$ cat src/rtl/game_pkg.sv
// Shared types for the game sequencer: top-level state encoding and the
// per-frame player command bundle.
package game_pkg;

   typedef enum logic [2:0] {
      S_ATTRACT   = 3'd0,
      S_COUNTDOWN = 3'd1,
      S_PLAY      = 3'd2,
      S_PAUSED    = 3'd3,
      S_DYING     = 3'd4,
      S_OVER      = 3'd5
   } seq_state_t;

   typedef struct packed {
      logic left;
      logic right;
      logic jump;
      logic duck;
   } cmd_t;

   // Opposing directions in one snapshot resolve to left.
   function automatic cmd_t resolve_cmd(input cmd_t raw);
      cmd_t c;
      c = raw;
      if (raw.left && raw.right) c.right = 1'b0;
      return c;
   endfunction

endpackage

$ cat src/rtl/btn_edge_latch.sv
// Rising-edge detector for one debounced button with a sticky flag that
// accumulates edges until cleared by the sequencer.
module btn_edge_latch (
   input  logic clk,
   input  logic rst,
   input  logic btn,
   input  logic clr,
   output logic rise,
   output logic flag
);

   logic prev;

   assign rise = btn & ~prev;

   always_ff @(posedge clk) begin
      if (rst) begin
         prev <= 1'b0;
         flag <= 1'b0;
      end else begin
         prev <= btn;
         flag <= clr ? 1'b0 : (flag | rise);
      end
   end

endmodule

$ cat src/rtl/game_sequencer.sv
// Game flow sequencer: attract, countdown, play, dying, game over, with
// per-frame command capture and high-score tracking.
// Optional pause state enabled by defining GAME_SEQUENCER_PAUSE_EN.
module game_sequencer
   import game_pkg::*;
#(
   parameter int COUNTDOWN_FRAMES = 60,
   parameter int DEATH_FRAMES     = 90
) (
   input  logic        clk,
   input  logic        rst,
   input  logic        frame_tick,
   input  logic        btn_start,
   input  logic        btn_left,
   input  logic        btn_right,
   input  logic        btn_jump,
   input  logic        btn_duck,
   input  logic        game_over_in,
   input  logic [15:0] score_in,
   output logic        game_rst,
   output logic        game_frame,
   output logic        cmd_left,
   output logic        cmd_right,
   output logic        cmd_jump,
   output logic        cmd_duck,
   output logic [2:0]  state,
   output logic [1:0]  countdown,
   output logic [15:0] high_score,
   output logic        new_record
);

   localparam int MAX_FRAMES = (COUNTDOWN_FRAMES > DEATH_FRAMES) ? COUNTDOWN_FRAMES : DEATH_FRAMES;
   localparam int CNT_W      = $clog2(MAX_FRAMES + 1);
   localparam logic [CNT_W-1:0] CD_LAST = CNT_W'(COUNTDOWN_FRAMES - 1);
   localparam logic [CNT_W-1:0] DY_LAST = CNT_W'(DEATH_FRAMES - 1);

   seq_state_t       state_q, state_d;
   logic [CNT_W-1:0] cnt_q;
   logic [1:0]       countdown_q;
   logic             start_prev, start_edge;
   logic             snap, flag_clr, cd_wrap;
   logic [3:0]       btn_v, rise_v, flag_v;
   cmd_t             cmd_q;

   assign start_edge = btn_start & ~start_prev;
   assign snap       = (state_q == S_PLAY) && frame_tick;
   // Flags only accumulate while playing; any other state discards them.
   assign flag_clr   = snap || (state_q != S_PLAY);
   assign cd_wrap    = (state_q == S_COUNTDOWN) && frame_tick && (cnt_q == CD_LAST);
   assign btn_v      = {btn_left, btn_right, btn_jump, btn_duck};

   for (genvar i = 0; i < 4; i++) begin : g_btn
      btn_edge_latch u_latch (
         .clk  (clk),
         .rst  (rst),
         .btn  (btn_v[i]),
         .clr  (flag_clr),
         .rise (rise_v[i]),
         .flag (flag_v[i])
      );
   end

   always_ff @(posedge clk) begin
      if (rst) state_q <= S_ATTRACT;
      else     state_q <= state_d;
   end

   always_comb begin
      state_d = state_q;
      case (state_q)
         S_ATTRACT:   if (start_edge) state_d = S_COUNTDOWN;
         S_COUNTDOWN: if (cd_wrap && (countdown_q == 2'd1)) state_d = S_PLAY;
         S_PLAY: begin
            if (game_over_in) state_d = S_DYING;
`ifdef GAME_SEQUENCER_PAUSE_EN
            else if (start_edge) state_d = S_PAUSED;
`endif
         end
`ifdef GAME_SEQUENCER_PAUSE_EN
         S_PAUSED:    if (start_edge) state_d = S_PLAY;
`else
         S_PAUSED:    state_d = S_ATTRACT;
`endif
         S_DYING:     if (frame_tick && (cnt_q == DY_LAST)) state_d = S_OVER;
         S_OVER:      if (start_edge) state_d = S_COUNTDOWN;
         default:     state_d = S_ATTRACT;
      endcase
   end

   always_ff @(posedge clk) begin
      if (rst) begin
         start_prev  <= 1'b0;
         game_rst    <= 1'b1;
         game_frame  <= 1'b0;
         cmd_q       <= '0;
         cnt_q       <= '0;
         countdown_q <= 2'd0;
         high_score  <= 16'd0;
         new_record  <= 1'b0;
      end else begin
         start_prev <= btn_start;
         game_rst   <= (state_d == S_ATTRACT) || (state_d == S_COUNTDOWN);
         game_frame <= (state_q == S_PLAY) && (state_d == S_PLAY) && frame_tick;
         if (snap) cmd_q <= resolve_cmd(cmd_t'(flag_v | rise_v));

         if (state_d != state_q)
            cnt_q <= '0;
         else if (cd_wrap)
            cnt_q <= '0;
         else if (frame_tick && ((state_q == S_COUNTDOWN) || (state_q == S_DYING)))
            cnt_q <= cnt_q + 1'b1;

         if (state_d != S_COUNTDOWN)  countdown_q <= 2'd0;
         else if (state_q != S_COUNTDOWN) countdown_q <= 2'd3;
         else if (cd_wrap)            countdown_q <= countdown_q - 2'd1;

         // Score is latched on the single cycle that leaves PLAY for DYING.
         if ((state_q == S_PLAY) && (state_d == S_DYING) && (score_in > high_score)) begin
            high_score <= score_in;
            new_record <= 1'b1;
         end else if ((state_d == S_COUNTDOWN) && (state_q != S_COUNTDOWN)) begin
            new_record <= 1'b0;
         end
      end
   end

   assign state     = state_q;
   assign countdown = countdown_q;
   assign cmd_left  = cmd_q.left;
   assign cmd_right = cmd_q.right;
   assign cmd_jump  = cmd_q.jump;
   assign cmd_duck  = cmd_q.duck;

endmodule
$ cat config.mk
export PLATFORM = sky130hd
export DESIGN_NAME = game_sequencer
export DESIGN_NICKNAME = d
export VERILOG_FILES = /design/src/rtl/game_pkg.sv /design/src/rtl/btn_edge_latch.sv /design/src/rtl/game_sequencer.sv
export SDC_FILE = /design/constraint.sdc
export NUM_CORES = 1
export LEC_CHECK = 0
export ABC_AREA = 1
export CORE_MARGIN = 5
export CORE_UTILIZATION = 46
export DETAILED_ROUTE_END_ITERATION = 10
export PLACE_DENSITY = 0.84
export REMOVE_ABC_BUFFERS = 1
export SLEW_MARGIN = 20
export SYNTH_ARGS = -nofsm -noshare
export SYNTH_HDL_FRONTEND = slang
export SYNTH_SLANG_ARGS = --single-unit
export TNS_END_PERCENT = 100
$ cat constraint.sdc
create_clock -name clk -period 1.5 [get_ports clk]
set_input_delay 0.15 -clock clk [delete_from_list [all_inputs] [get_ports clk]]
set_output_delay 0.15 -clock clk [all_outputs]
set_load 0.03 [all_outputs]
==> results.sh <==
export IMPL_worstMarginPinSlew_ns=0.319
export IMPL_wirelength_um=9190
export IMPL_fillers=291
export IMPL_grt_max_degree=34
export IMPL_cts_buffers=5
export IMPL_vias_per_cell=5.41
export IMPL_synth_xor_area_share_pct=2.11
export IMPL_drt_first_pass_iters=5
export IMPL_final_cell_mix="nand2_1 (59), inv_1 (52), nor2_1 (47)"
export IMPL_dieArea_mm2=0.00699
export IMPL_fin_nets=515
export IMPL_drc=0
export IMPL_core_mm2=0.00517
export IMPL_clock_power_share_pct=34.6
export IMPL_start_util_pct=48.2
export IMPL_io_buffer_count=52
export IMPL_cp_slowest_cell="dfxtp_2"
export IMPL_die_x_um=83.6
export IMPL_clkTransAtPathRegs_ns=0.09
export IMPL_synth_compound_gate_area_share_pct=10.7
export IMPL_grt_pass1_vias=2843
export IMPL_layout_commonest_cell="nand2_1"
export IMPL_htreeDepth=2
export IMPL_grt_total_usage_pct=21.9
export IMPL_drive_gt1_share_pct=40.7
export IMPL_muxShareOfSynthArea_pct=0
export IMPL_row_count=26
export IMPL_crit_family="buffers and inverters"
export IMPL_cts_tree="done"
export IMPL_synthFlopType="dfxtp_1"
export IMPL_yosys_top_cells_area="dfxtp_1 (35%), nand2_1 (11%), inv_1 (9.8%), ha_1 (9.5%), nor2_1 (8.3%)"
export IMPL_gp_congestion=0.929
export IMPL_cp_required_ns=1.70
export IMPL_min_from="score_in[3]"
export IMPL_comb_power_share_pct=22.5
export IMPL_dpl_cell_area_mm2=0.00339
export IMPL_final_setup_viol_count=25
export IMPL_synthAdderAreaFrac_pct=9.53
export IMPL_overflow=0
export IMPL_cts_root_buf="clkbuf_8"
export IMPL_drtIter0Drc=216
export IMPL_whs_ns=0.262
export IMPL_final_antenna_net_count=0
export IMPL_cp_data_arrival_time_ns=2.02
export IMPL_synth_edf_count=0
export IMPL_critPathCaptureType="flip-flop"
export IMPL_slew_violations=0
export IMPL_async_flop_share_pct=0
export IMPL_max_stage_delay_ns=0.35
export IMPL_dpl_hpwl_um=4630
export IMPL_power_leakage_uw=0.00201
export IMPL_final_area_mm2=0.00430
export IMPL_syn_cell_area_mm2=0.00249
export IMPL_avgSynthCellArea_um2=6.91
export IMPL_vias=2933
export IMPL_synthDistinctLibCells=29
export IMPL_worstReg2RegStart="high_score[14]"
export IMPL_yosys_area_top_type_share_pct=35.3
export IMPL_cp_num_buf_inv=3
export IMPL_ys_ff_latch=44
export IMPL_finalHoldViolCount=0
export IMPL_crit_chain="inv_1 -> ha_4 -> nand4_1 -> nor2_2 -> buf_4 -> a31oi_4 -> buf_12 -> a21oi_2 -> nor2_2"
export IMPL_clk_latency_ns=0.30
export IMPL_slew_headroom_pct=78.7
export IMPL_hp_class="input pin to flip-flop"
export IMPL_ys_seq_area_share_pct=35.3
export IMPL_fin_crit_sh_pct=122
export IMPL_area_growth_pct=72.6
export IMPL_crit_path_frequent_cell="nor2_2"
export IMPL_switchingPower_uw=824
export IMPL_max_vdd_ir_drop_mv=0.425
export IMPL_yosysWarnings=0
export IMPL_status="complete, but fails checks"
export IMPL_netSwitchingFraction_pct=29.4
export IMPL_io_pins=53
export IMPL_power_share_sequential_pct=42.9
export IMPL_fmax_mhz=549
export IMPL_synth_simple_area_share_pct=30.0
export IMPL_layout_setup_ws_ns=-0.323
export IMPL_maxCapViolCount=0
export IMPL_finalCriticalPeriod_ns=1.82
export IMPL_clk_path_buf_depth=2
export IMPL_power_density_mw_per_mm2=651
export IMPL_synth_top_family_by_area="simple AND/OR/NAND/NOR gates"
export IMPL_path_max_fanout=17
export IMPL_wl_per_cell_um=17.0
export IMPL_die_y_um=83.6
export IMPL_post_route_util_pct=83.2
export IMPL_rsz0062_at_grt="yes"
export IMPL_cp_start_kind="flip-flop"
export IMPL_n_antenna_cell=0
export IMPL_antenna_found_initial=0
export IMPL_yosys_area_top_type="dfxtp_1"
export IMPL_cp_startpoint="high_score[14]"
export IMPL_postSynthCellCount=361
export IMPL_violations="negative setup slack"
export IMPL_p_int_uw=1980
export IMPL_cts_sinks=44
export IMPL_crit_type="flip-flop to flip-flop"
export IMPL_ctsHoldBuffers=0
export IMPL_finClkSkew_ns=0.00489
export IMPL_grt_pass1_wl_um=12800
[flip-flops by register name, summed over array words and instances, names as in the netlist]
signal and cells:
cmd_jump 1, cmd_duck 1, game_rst 1, countdown 2
new_record 1, g_btn.u_latch.flag 4, start_prev 1, high_score 16
cnt_q 7, cmd_left 1, cmd_right 1, state 3
g_btn.u_latch.prev 4, game_frame 1
[power by group through the flow]
stage | logic, uW | clock network (uW) | registers [uW]
floorplan | 185 | 0 | 1250
global placement | 390 | 0 | 1230
detailed placement | 403 | 0 | 1230
CTS | 512 | 960 | 1200
global route | 672 | 1020 | 1200
finish | 630 | 968 | 1200
[routing by layer]
| metal | part of all wire [%] | global-route usage, % | wire [um] |
|---|---|---|---|
| met1 | 37 | 24.6 | 3360 |
| met3 | 6.0 | 4.64 | 547 |
| met5 | 0 | 0 | 0 |
| met4 | 3.4 | 7.89 | 309 |
| met2 | 54 | 40.2 | 4970 |
[cells in the mapped netlist, types with 2 or more instances]
| master | n |
|---|---|
| nand2_1 | 70 |
| inv_1 | 65 |
| nor2_1 | 55 |
| dfxtp_1 | 44 |
| a21oi_1 | 30 |
| nand3_1 | 28 |
| ha_1 | 19 |
| nor3_1 | 8 |
| o21ai_0 | 7 |
| xor2_1 | 5 |
| nand3_2 | 4 |
| buf_2 | 3 |
| buf_6 | 3 |
| nand4_1 | 3 |
| a21oi_2 | 2 |
| clkbuf_1 | 2 |
[area by class of cell]
type | count | area [um2] | area share, %
Timing Repair Buffer | 111 | 1100 | 25.5
Multi-Input combinational cell | 242 | 1830 | 42.6
Inverter | 67 | 259 | 6.02
Sequential cell | 44 | 910 | 21.1
Tap cell | 70 | 87.6 | 2.04
Clock inverter | 3 | 46.3 | 1.08
Clock buffer | 5 | 68.8 | 1.60
[final timing paths]
kind / to / slack, ns / depth (start not counted)
min reg2reg: cmd_left / 0.46 / 2
max reg2reg: high_score[7] / -0.32 / 9
min: high_score[3] / 0.26 / 5
max: high_score[7] / -0.32 / 9
[metrics by stage]
| stage | power, uW | worst slack [ns] | instances | TNS [ns] |
|---|---|---|---|---|
| floorplan | 1440 | -0.682 | 353 | -12.13 |
| global placement | 1620 | -0.379 | 517 | -7.89 |
| detailed placement | 1630 | -0.442 | 517 | -9.00 |
| CTS | 2680 | -0.171 | 532 | -2.31 |
| global route | 2900 | -0.381 | 542 | -6.59 |
| finish | 2800 | -0.323 | 542 | -4.64 |
[what timing repair did]
item | in CTS | in global routing
gates cloned | 3 | 2
resized for setup | 86 | 93
pin swaps | 10 | 26
setup endpoints to repair | 48 | 36
hold endpoints to repair | 0 | 0
setup buffers | 4 | 8
[logic make-up after synthesis]
| kind of cell | Yosys count |
|---|---|
| and+or+nand+nor | 172 |
| AOI/OAI and AO/OA | 45 |
| buffers and inverters | 75 |
| adders and majority gates | 19 |
| xor gates and xnor gates | 6 |
| DFF | 44 |
[worst register-to-register path, stage by stage (launching register included)]
cell,delay [ns]
dfxtp_2,0.35
inv_1,0.07
ha_4,0.28
nand4_1,0.12
nor2_2,0.17
buf_4,0.15
a31oi_4,0.12
buf_12,0.20
a21oi_2,0.19
nor2_2,0.06
Power figures use the tool's default switching activity.
